$ cat src/rtl/upg_pkg.sv
// Shared types and constants for the UART program loader: frame FSM states,
// byte receiver states and UPG port widths.
package upg_pkg;

   localparam int         UPG_ADDR_W    = 14;
   localparam int         UPG_DATA_W    = 32;
   localparam int         UPG_MAX_WORDS = 16384;
   localparam logic [7:0] UPG_SYNC_BYTE = 8'hA5;

   typedef enum logic [2:0] {
      SYNC,
      CNT_LO,
      CNT_HI,
      DATA,
      WRITE,
      DONE,
      ERROR
   } upg_state_t;

   typedef enum logic [1:0] {
      RX_IDLE,
      RX_START,
      RX_BITS,
      RX_STOP
   } rx_state_t;

endpackage

$ cat src/rtl/uart_rx_byte.sv
// 8N1 UART byte receiver: 2-flop synchroniser, mid-bit sampling timer and
// LSB-first shift register. Emits one-cycle byte_valid or frame_err pulses.
module uart_rx_byte
   import upg_pkg::*;
#(
   parameter int CLKS_PER_BIT = 87
) (
   input  logic       clk,
   input  logic       rst,
   input  logic       rx,
   output logic       byte_valid,
   output logic [7:0] rx_byte,
   output logic       frame_err
);

   localparam logic [9:0] HALF_CNT = 10'(CLKS_PER_BIT / 2 - 1);
   localparam logic [9:0] FULL_CNT = 10'(CLKS_PER_BIT - 1);

   logic       rx_meta, rx_sync, rx_prev;
   rx_state_t  state, state_n;
   logic [9:0] cnt, cnt_n;
   logic [2:0] bit_idx, bit_idx_n;
   logic [7:0] shift, shift_n;
   logic       valid_n, ferr_n;

   // Line idles high, so the synchroniser resets to 1 to avoid a false start edge
   always_ff @(posedge clk or posedge rst) begin
      if (rst) begin
         rx_meta <= 1'b1;
         rx_sync <= 1'b1;
         rx_prev <= 1'b1;
      end else begin
         rx_meta <= rx;
         rx_sync <= rx_meta;
         rx_prev <= rx_sync;
      end
   end

   always_ff @(posedge clk or posedge rst) begin
      if (rst) begin
         state      <= RX_IDLE;
         cnt        <= '0;
         bit_idx    <= '0;
         shift      <= '0;
         byte_valid <= 1'b0;
         frame_err  <= 1'b0;
      end else begin
         state      <= state_n;
         cnt        <= cnt_n;
         bit_idx    <= bit_idx_n;
         shift      <= shift_n;
         byte_valid <= valid_n;
         frame_err  <= ferr_n;
      end
   end

   always_comb begin
      state_n   = state;
      cnt_n     = cnt;
      bit_idx_n = bit_idx;
      shift_n   = shift;
      valid_n   = 1'b0;
      ferr_n    = 1'b0;
      case (state)
         RX_IDLE: begin
            if (rx_prev && !rx_sync) begin
               state_n = RX_START;
               cnt_n   = '0;
            end
         end
         RX_START: begin
            if (cnt == HALF_CNT) begin
               cnt_n     = '0;
               bit_idx_n = '0;
               // Line back high at the start-bit mid-point: a glitch, not a byte
               state_n   = rx_sync ? RX_IDLE : RX_BITS;
            end else begin
               cnt_n = cnt + 10'd1;
            end
         end
         RX_BITS: begin
            if (cnt == FULL_CNT) begin
               cnt_n     = '0;
               shift_n   = {rx_sync, shift[7:1]};
               bit_idx_n = bit_idx + 3'd1;
               if (bit_idx == 3'd7) state_n = RX_STOP;
            end else begin
               cnt_n = cnt + 10'd1;
            end
         end
         RX_STOP: begin
            if (cnt == FULL_CNT) begin
               cnt_n   = '0;
               state_n = RX_IDLE;
               valid_n = rx_sync;
               ferr_n  = !rx_sync;
            end else begin
               cnt_n = cnt + 10'd1;
            end
         end
         default: state_n = RX_IDLE;
      endcase
   end

   assign rx_byte = shift;

endmodule

$ cat src/rtl/uart_program_loader.sv
// UART bootloader front end: parses SYNC/count/data frames from the serial
// byte stream and issues one UPG write strobe per little-endian 32-bit word.
module uart_program_loader
   import upg_pkg::*;
#(
   parameter int         CLKS_PER_BIT = 87,
   parameter int         MAX_WORDS    = UPG_MAX_WORDS,
   parameter logic [7:0] SYNC_BYTE    = UPG_SYNC_BYTE
) (
   input  logic                  iUpgClock,
   input  logic                  iUpgReset,
   input  logic                  iRx,
   output logic                  oUpgWriteEnable,
   output logic [UPG_ADDR_W-1:0] oUpgWriteAddress,
   output logic [UPG_DATA_W-1:0] oUpgWriteData,
   output logic                  oUpgDone,
   output logic                  oUpgError
);

   localparam logic [16:0] MAX_WORDS_W = 17'(MAX_WORDS);

   logic                  byte_valid, frame_err;
   logic [7:0]            rx_byte;
   upg_state_t            state, state_n;
   logic [7:0]            count_lo;
   logic [15:0]           word_count;
   logic [15:0]           count_cand;
   logic                  bad_count, last_word;
   logic [UPG_ADDR_W-1:0] addr;
   logic [1:0]            byte_idx;
   logic [23:0]           word_buf;
   logic [UPG_ADDR_W-1:0] wr_addr;
   logic [UPG_DATA_W-1:0] wr_data;

   uart_rx_byte #(
      .CLKS_PER_BIT(CLKS_PER_BIT)
   ) u_rx (
      .clk       (iUpgClock),
      .rst       (iUpgReset),
      .rx        (iRx),
      .byte_valid(byte_valid),
      .rx_byte   (rx_byte),
      .frame_err (frame_err)
   );

   assign count_cand = {rx_byte, count_lo};
   assign bad_count  = (count_cand == 16'd0) || ({1'b0, count_cand} > MAX_WORDS_W);
   assign last_word  = (({2'b00, addr} + 16'd1) == word_count);

   always_ff @(posedge iUpgClock or posedge iUpgReset) begin
      if (iUpgReset) state <= SYNC;
      else           state <= state_n;
   end

   always_comb begin
      state_n = state;
      if (frame_err && state != DONE) begin
         state_n = ERROR;
      end else begin
         case (state)
            SYNC:    if (byte_valid && rx_byte == SYNC_BYTE) state_n = CNT_LO;
            CNT_LO:  if (byte_valid) state_n = CNT_HI;
            CNT_HI:  if (byte_valid) state_n = bad_count ? ERROR : DATA;
            DATA:    if (byte_valid && byte_idx == 2'd3) state_n = WRITE;
            WRITE:   state_n = last_word ? DONE : DATA;
            DONE:    state_n = DONE;
            ERROR:   state_n = ERROR;
            default: state_n = ERROR;
         endcase
      end
   end

   // The write port registers load as the 4th byte lands, so they are valid
   // during WRITE and then hold until the next word completes.
   always_ff @(posedge iUpgClock or posedge iUpgReset) begin
      if (iUpgReset) begin
         count_lo   <= '0;
         word_count <= '0;
         addr       <= '0;
         byte_idx   <= '0;
         word_buf   <= '0;
         wr_addr    <= '0;
         wr_data    <= '0;
      end else begin
         case (state)
            CNT_LO: if (byte_valid) count_lo <= rx_byte;
            CNT_HI: begin
               if (byte_valid) begin
                  word_count <= count_cand;
                  addr       <= '0;
                  byte_idx   <= '0;
               end
            end
            DATA: begin
               if (byte_valid && !frame_err) begin
                  byte_idx <= byte_idx + 2'd1;
                  case (byte_idx)
                     2'd0: word_buf[7:0]   <= rx_byte;
                     2'd1: word_buf[15:8]  <= rx_byte;
                     2'd2: word_buf[23:16] <= rx_byte;
                     default: begin
                        wr_addr <= addr;
                        wr_data <= {rx_byte, word_buf};
                     end
                  endcase
               end
            end
            WRITE: addr <= addr + 14'd1;
            default: ;
         endcase
      end
   end

   assign oUpgWriteEnable  = (state == WRITE);
   assign oUpgWriteAddress = wr_addr;
   assign oUpgWriteData    = wr_data;
   assign oUpgDone         = (state == DONE);
   assign oUpgError        = (state == ERROR);

endmodule

$ cat config.mk
export PLATFORM = sky130hd
export DESIGN_NAME = uart_program_loader
export DESIGN_NICKNAME = d
export VERILOG_FILES = /design/src/rtl/upg_pkg.sv /design/src/rtl/uart_rx_byte.sv /design/src/rtl/uart_program_loader.sv
export SDC_FILE = /design/constraint.sdc
export NUM_CORES = 1
export LEC_CHECK = 0
export ABC_AREA = 1
export BUFFER_PORTS_ARGS = -buffer_cell sky130_fd_sc_hd__buf_2
export CORE_ASPECT_RATIO = 0.75
export CORE_MARGIN = 3
export CORE_UTILIZATION = 40
export DETAILED_ROUTE_END_ITERATION = 16
export PLACE_DENSITY_LB_ADDON = 0.25
export SLEW_MARGIN = 20
export SYNTH_ARGS = -nofsm -noshare
export SYNTH_HDL_FRONTEND = slang
export SYNTH_SLANG_ARGS = --single-unit
$ cat constraint.sdc
create_clock -name iUpgClock -period 9.8 [get_ports iUpgClock]
set_input_delay 1.47 -clock iUpgClock [delete_from_list [all_inputs] [get_ports iUpgClock]]
set_output_delay 1.47 -clock iUpgClock [all_outputs]
set_load 0.01 [all_outputs]
==> metrics <==
critical path launch point=state[1]; largest stage delay on the critical path=~420 ps; most common cell in the synthesized netlist=nand2_1; largest net degree at the start of global routing=just under 80; Synth async-reset ratio=1.000; CP required=8330 ps; PortBufs=between 50 and 60; post_cts resized=0; share of layout cells above drive strength 1=0.1512; drt wl/cell=about 14 µm; internal power=roughly 0.0010 W; Yosys cell types=38; die area=approximately 19000 µm²; IO Count=52; setup TNS=0 ps; hold path startpoint=u_rx.rx_meta; Max VDD drop=around 0.000094 V; CTS sink cnt=approximately 140; Slew HR=0.2798; Final Core Density=0.4742; Worst Setup Start Kind=flop; net switching power=about 0.00032 W; slack of the worst reg-to-reg path=about 7400 ps; buffers and inverters on the worst path=2; Crit-path slowest cell=dfrtp_1; Most Crowded Layer GR=met1; Setup CP Type=flop to output port; CP Data Arrival Time=1590 ps; Rows=40; number of cells on the critical path=4; Final HPWL DP=between 10 and 15 mm; Worst-Margin Slew=1080 ps; Min Clock Period, post-route=about 3100 ps; vias in the first global route=4838; LEAKAGE=approximately 3.9 nW; DRC=0; drt first-iter violations=about 380; Worst Path Max Fanout=10; reg2reg end=oUpgWriteData[29]; Seq pwr share=0.460; Area growth syn-to-layout=14.31%; first-pass GRT wire length=between 20 and 30 mm; TritonCTS buffer count=17; met2 Use GR=0.2278; CTS tree=yes; power share of the clock group=0.469; met1 usage=0.2752; ranking of synthesized cells by area=dfrtp_1 51%, nand2_1 13%, nand3_1 5.6%, o21ai_0 5.6%, inv_1 4.2%; Post-Layout Cell Count=between 1000 and 1500; H-tree depth=4; area leader, netlist=dfrtp_1; Total Wirelength=15.13 mm; Synth Register Bits=141; Finish-stage setup viols=0; number of post-CTS setup repair buffers=0; via count=5243; Post-synth top cells=234 x nand2_1, 138 x dfrtp_1, 76 x nand3_1, 76 x o21ai_0, 75 x inv_1; switching share of power=0.2425; Reg clk slew, reported paths=~50 ps; Cells after Synth=~790; vias per cell=~5; clk buf depth=2; initial antenna violation count=0; CP Capture Type=output port; Max Fclk=327.1 MHz; RSZ-0062 raised after global routing=false; overall routing resource usage=0.1727; Root Driver=clkbuf_16; max_cap viols=0; min-delay worst type=flop to flop; synthesized area per cell=between 8 and 9 µm²; # diodes=0; met3 usage=0.04209; crit-path cells=nor2_1 > inv_1 > nor2_8 > buf_2; critical path's top delay family=simple AND/OR/NAND/NOR gates; Die W=about 160 µm; max-slew violation count=0; main flop type after synthesis=dfrtp_1; GRT overflow=0; Reg2Reg Depth=5; sequential-to-total area share from yosys stat=0.5219; Comb pwr share=0.072; Final Power=about 0.0013 W; Initial Util=0.4148; post-route ant nets=0; final setup skew=approximately 4.8 ps; Final #Nets=around 860; EDFF count, synth=0; Post-CTS Hold Fix Bufs=0; status=finished clean; Clk Latency, worst-skew pair=420 ps; Initial DRT Pass Iterations=5; power density over the cells=around 170 nW/µm²; Final Hold Fails=0; GP Congestion=~0.9; Post-Place Cells=approximately 1000; fillers=around 1600; core area=around 16000 µm²; Die Height=between 100 and 150 µm; Mapped Area=just under 7000 µm²; Post-Syn Nets=~800; reg2reg start=state[2]; final period utilization=0.3120; warning count from the yosys run=0; Synth top area share=0.5103; CP endpoint=oUpgWriteEnable
## kinds of logic (layout without fill, tap and decap cells)
family          after synthesis  after routing  share of synthesized area
simple gates                408            408                     0.2775
fa+ha+maj                    14             14                    0.02588
flops                       141            141                     0.5219
compound gates              116            116                    0.09614
xor+xnor                      9              9                    0.01165
buf+inv                     102            164                    0.06526
mux                           1              1                   0.001664
## routing by layer
layer | wire length, µm | vias up
met4 | 148 | 0
met5 | 0 | -
li1 | - | 2672
met1 | 8143 | 2457
met3 | 652 | 11
met2 | 6190 | 103
## placed cells by master, fill, tap and decap left out, types with 3 or more instances in the layout
cell | netlist | final
nand2_2 | 9 | 8
ha_1 | 14 | 14
o21ai_2 | 6 | 6
clkbuf_8 | 0 | 4
nand3_2 | 5 | 5
a21oi_1 | 4 | 4
o22ai_1 | 13 | 13
nor2_4 | 5 | 5
o21ai_1 | 13 | 13
buf_2 | 2 | 51
inv_2 | 4 | 4
nand3_1 | 76 | 76
nand4_1 | 11 | 11
nand3b_1 | 3 | 3
nand2_1 | 234 | 234
clkinvlp_4 | 0 | 5
clkbuf_16 | 0 | 17
inv_1 | 75 | 74
nor3_1 | 10 | 10
nand2_4 | 4 | 5
nor2_8 | 3 | 3
nor2_1 | 41 | 41
dfstp_2 | 3 | 3
xor2_1 | 7 | 7
o21ai_0 | 76 | 76
dfrtp_1 | 138 | 138
## worst register-to-register path, delay by kind of cell, from the launching register on
kind | cells | cell delay (ps)
AOI/OAI and AO/OA | 2 | 770
buffers and inverters | 1 | 460
DFF | 1 | 460
and+or+nand+nor | 2 | 640
## power by group through the flow
stage	clock network, W	registers (W)	logic [W]
3_3_place_gp	0	0.000614	0.0000932
4_1_cts	0.000633	0.000603	0.0000968
3_5_place_dp	0	0.000613	0.0000969
5_1_grt	0.000658	0.000605	0.000112
6_report	0.000615	0.000604	0.0000945
2_1_floorplan	0	0.000612	0.0000722
## worst min path at each step
stage	to	cells after the start
final	u_rx.rx_sync	0
after global routing	u_rx.rx_sync	0
after CTS	u_rx.rx_sync	0
after detailed placement	u_rx.rx_sync	0
after global placement	u_rx.rx_sync	0
after floorplan	u_rx.rx_sync	0
## registers in the layout, indices dropped and copies added (netlist names), named ones only
signal            cells
word_buf             24
u_rx.cnt             10
count_lo              8
oUpgWriteAddress     14
addr                 14
u_rx.frame_err        1
u_rx.rx_sync          1
word_count           16
u_rx.state            1
u_rx.byte_valid       1
u_rx.rx_byte          8
byte_idx              2
u_rx.rx_meta          1
state                 3
u_rx.rx_prev          1
oUpgWriteData        32
u_rx.bit_idx          3
## cell type report
class                           instances  area (µm²)  share of cell area
Sequential cell                       141        3532              0.4566
Multi-Input combinational cell        548        2799              0.3618
Clock buffer                           23       488.0             0.06308
Inverter                               80       305.3             0.03946
Timing Repair Buffer                   52       262.8             0.03396
Tap cell                              210       262.8             0.03396
Clock inverter                          9       86.33             0.01116
## stage by stage
| stage | instance area [µm²] | worst slack (ps) | hold slack, ps |
|---|---|---|---|
| floorplan | 6768 | 4554 | 345.2 |
| finish | 7736 | 6743 | 355.2 |
| CTS | 7731 | 6714 | 355.7 |
| detailed placement | 7157 | 6731 | 347.5 |
| global placement | 7157 | 6727 | 345.8 |
| global route | 7736 | 6603 | 357.1 |
No activity file was read; power rests on OpenSTA's default activity.
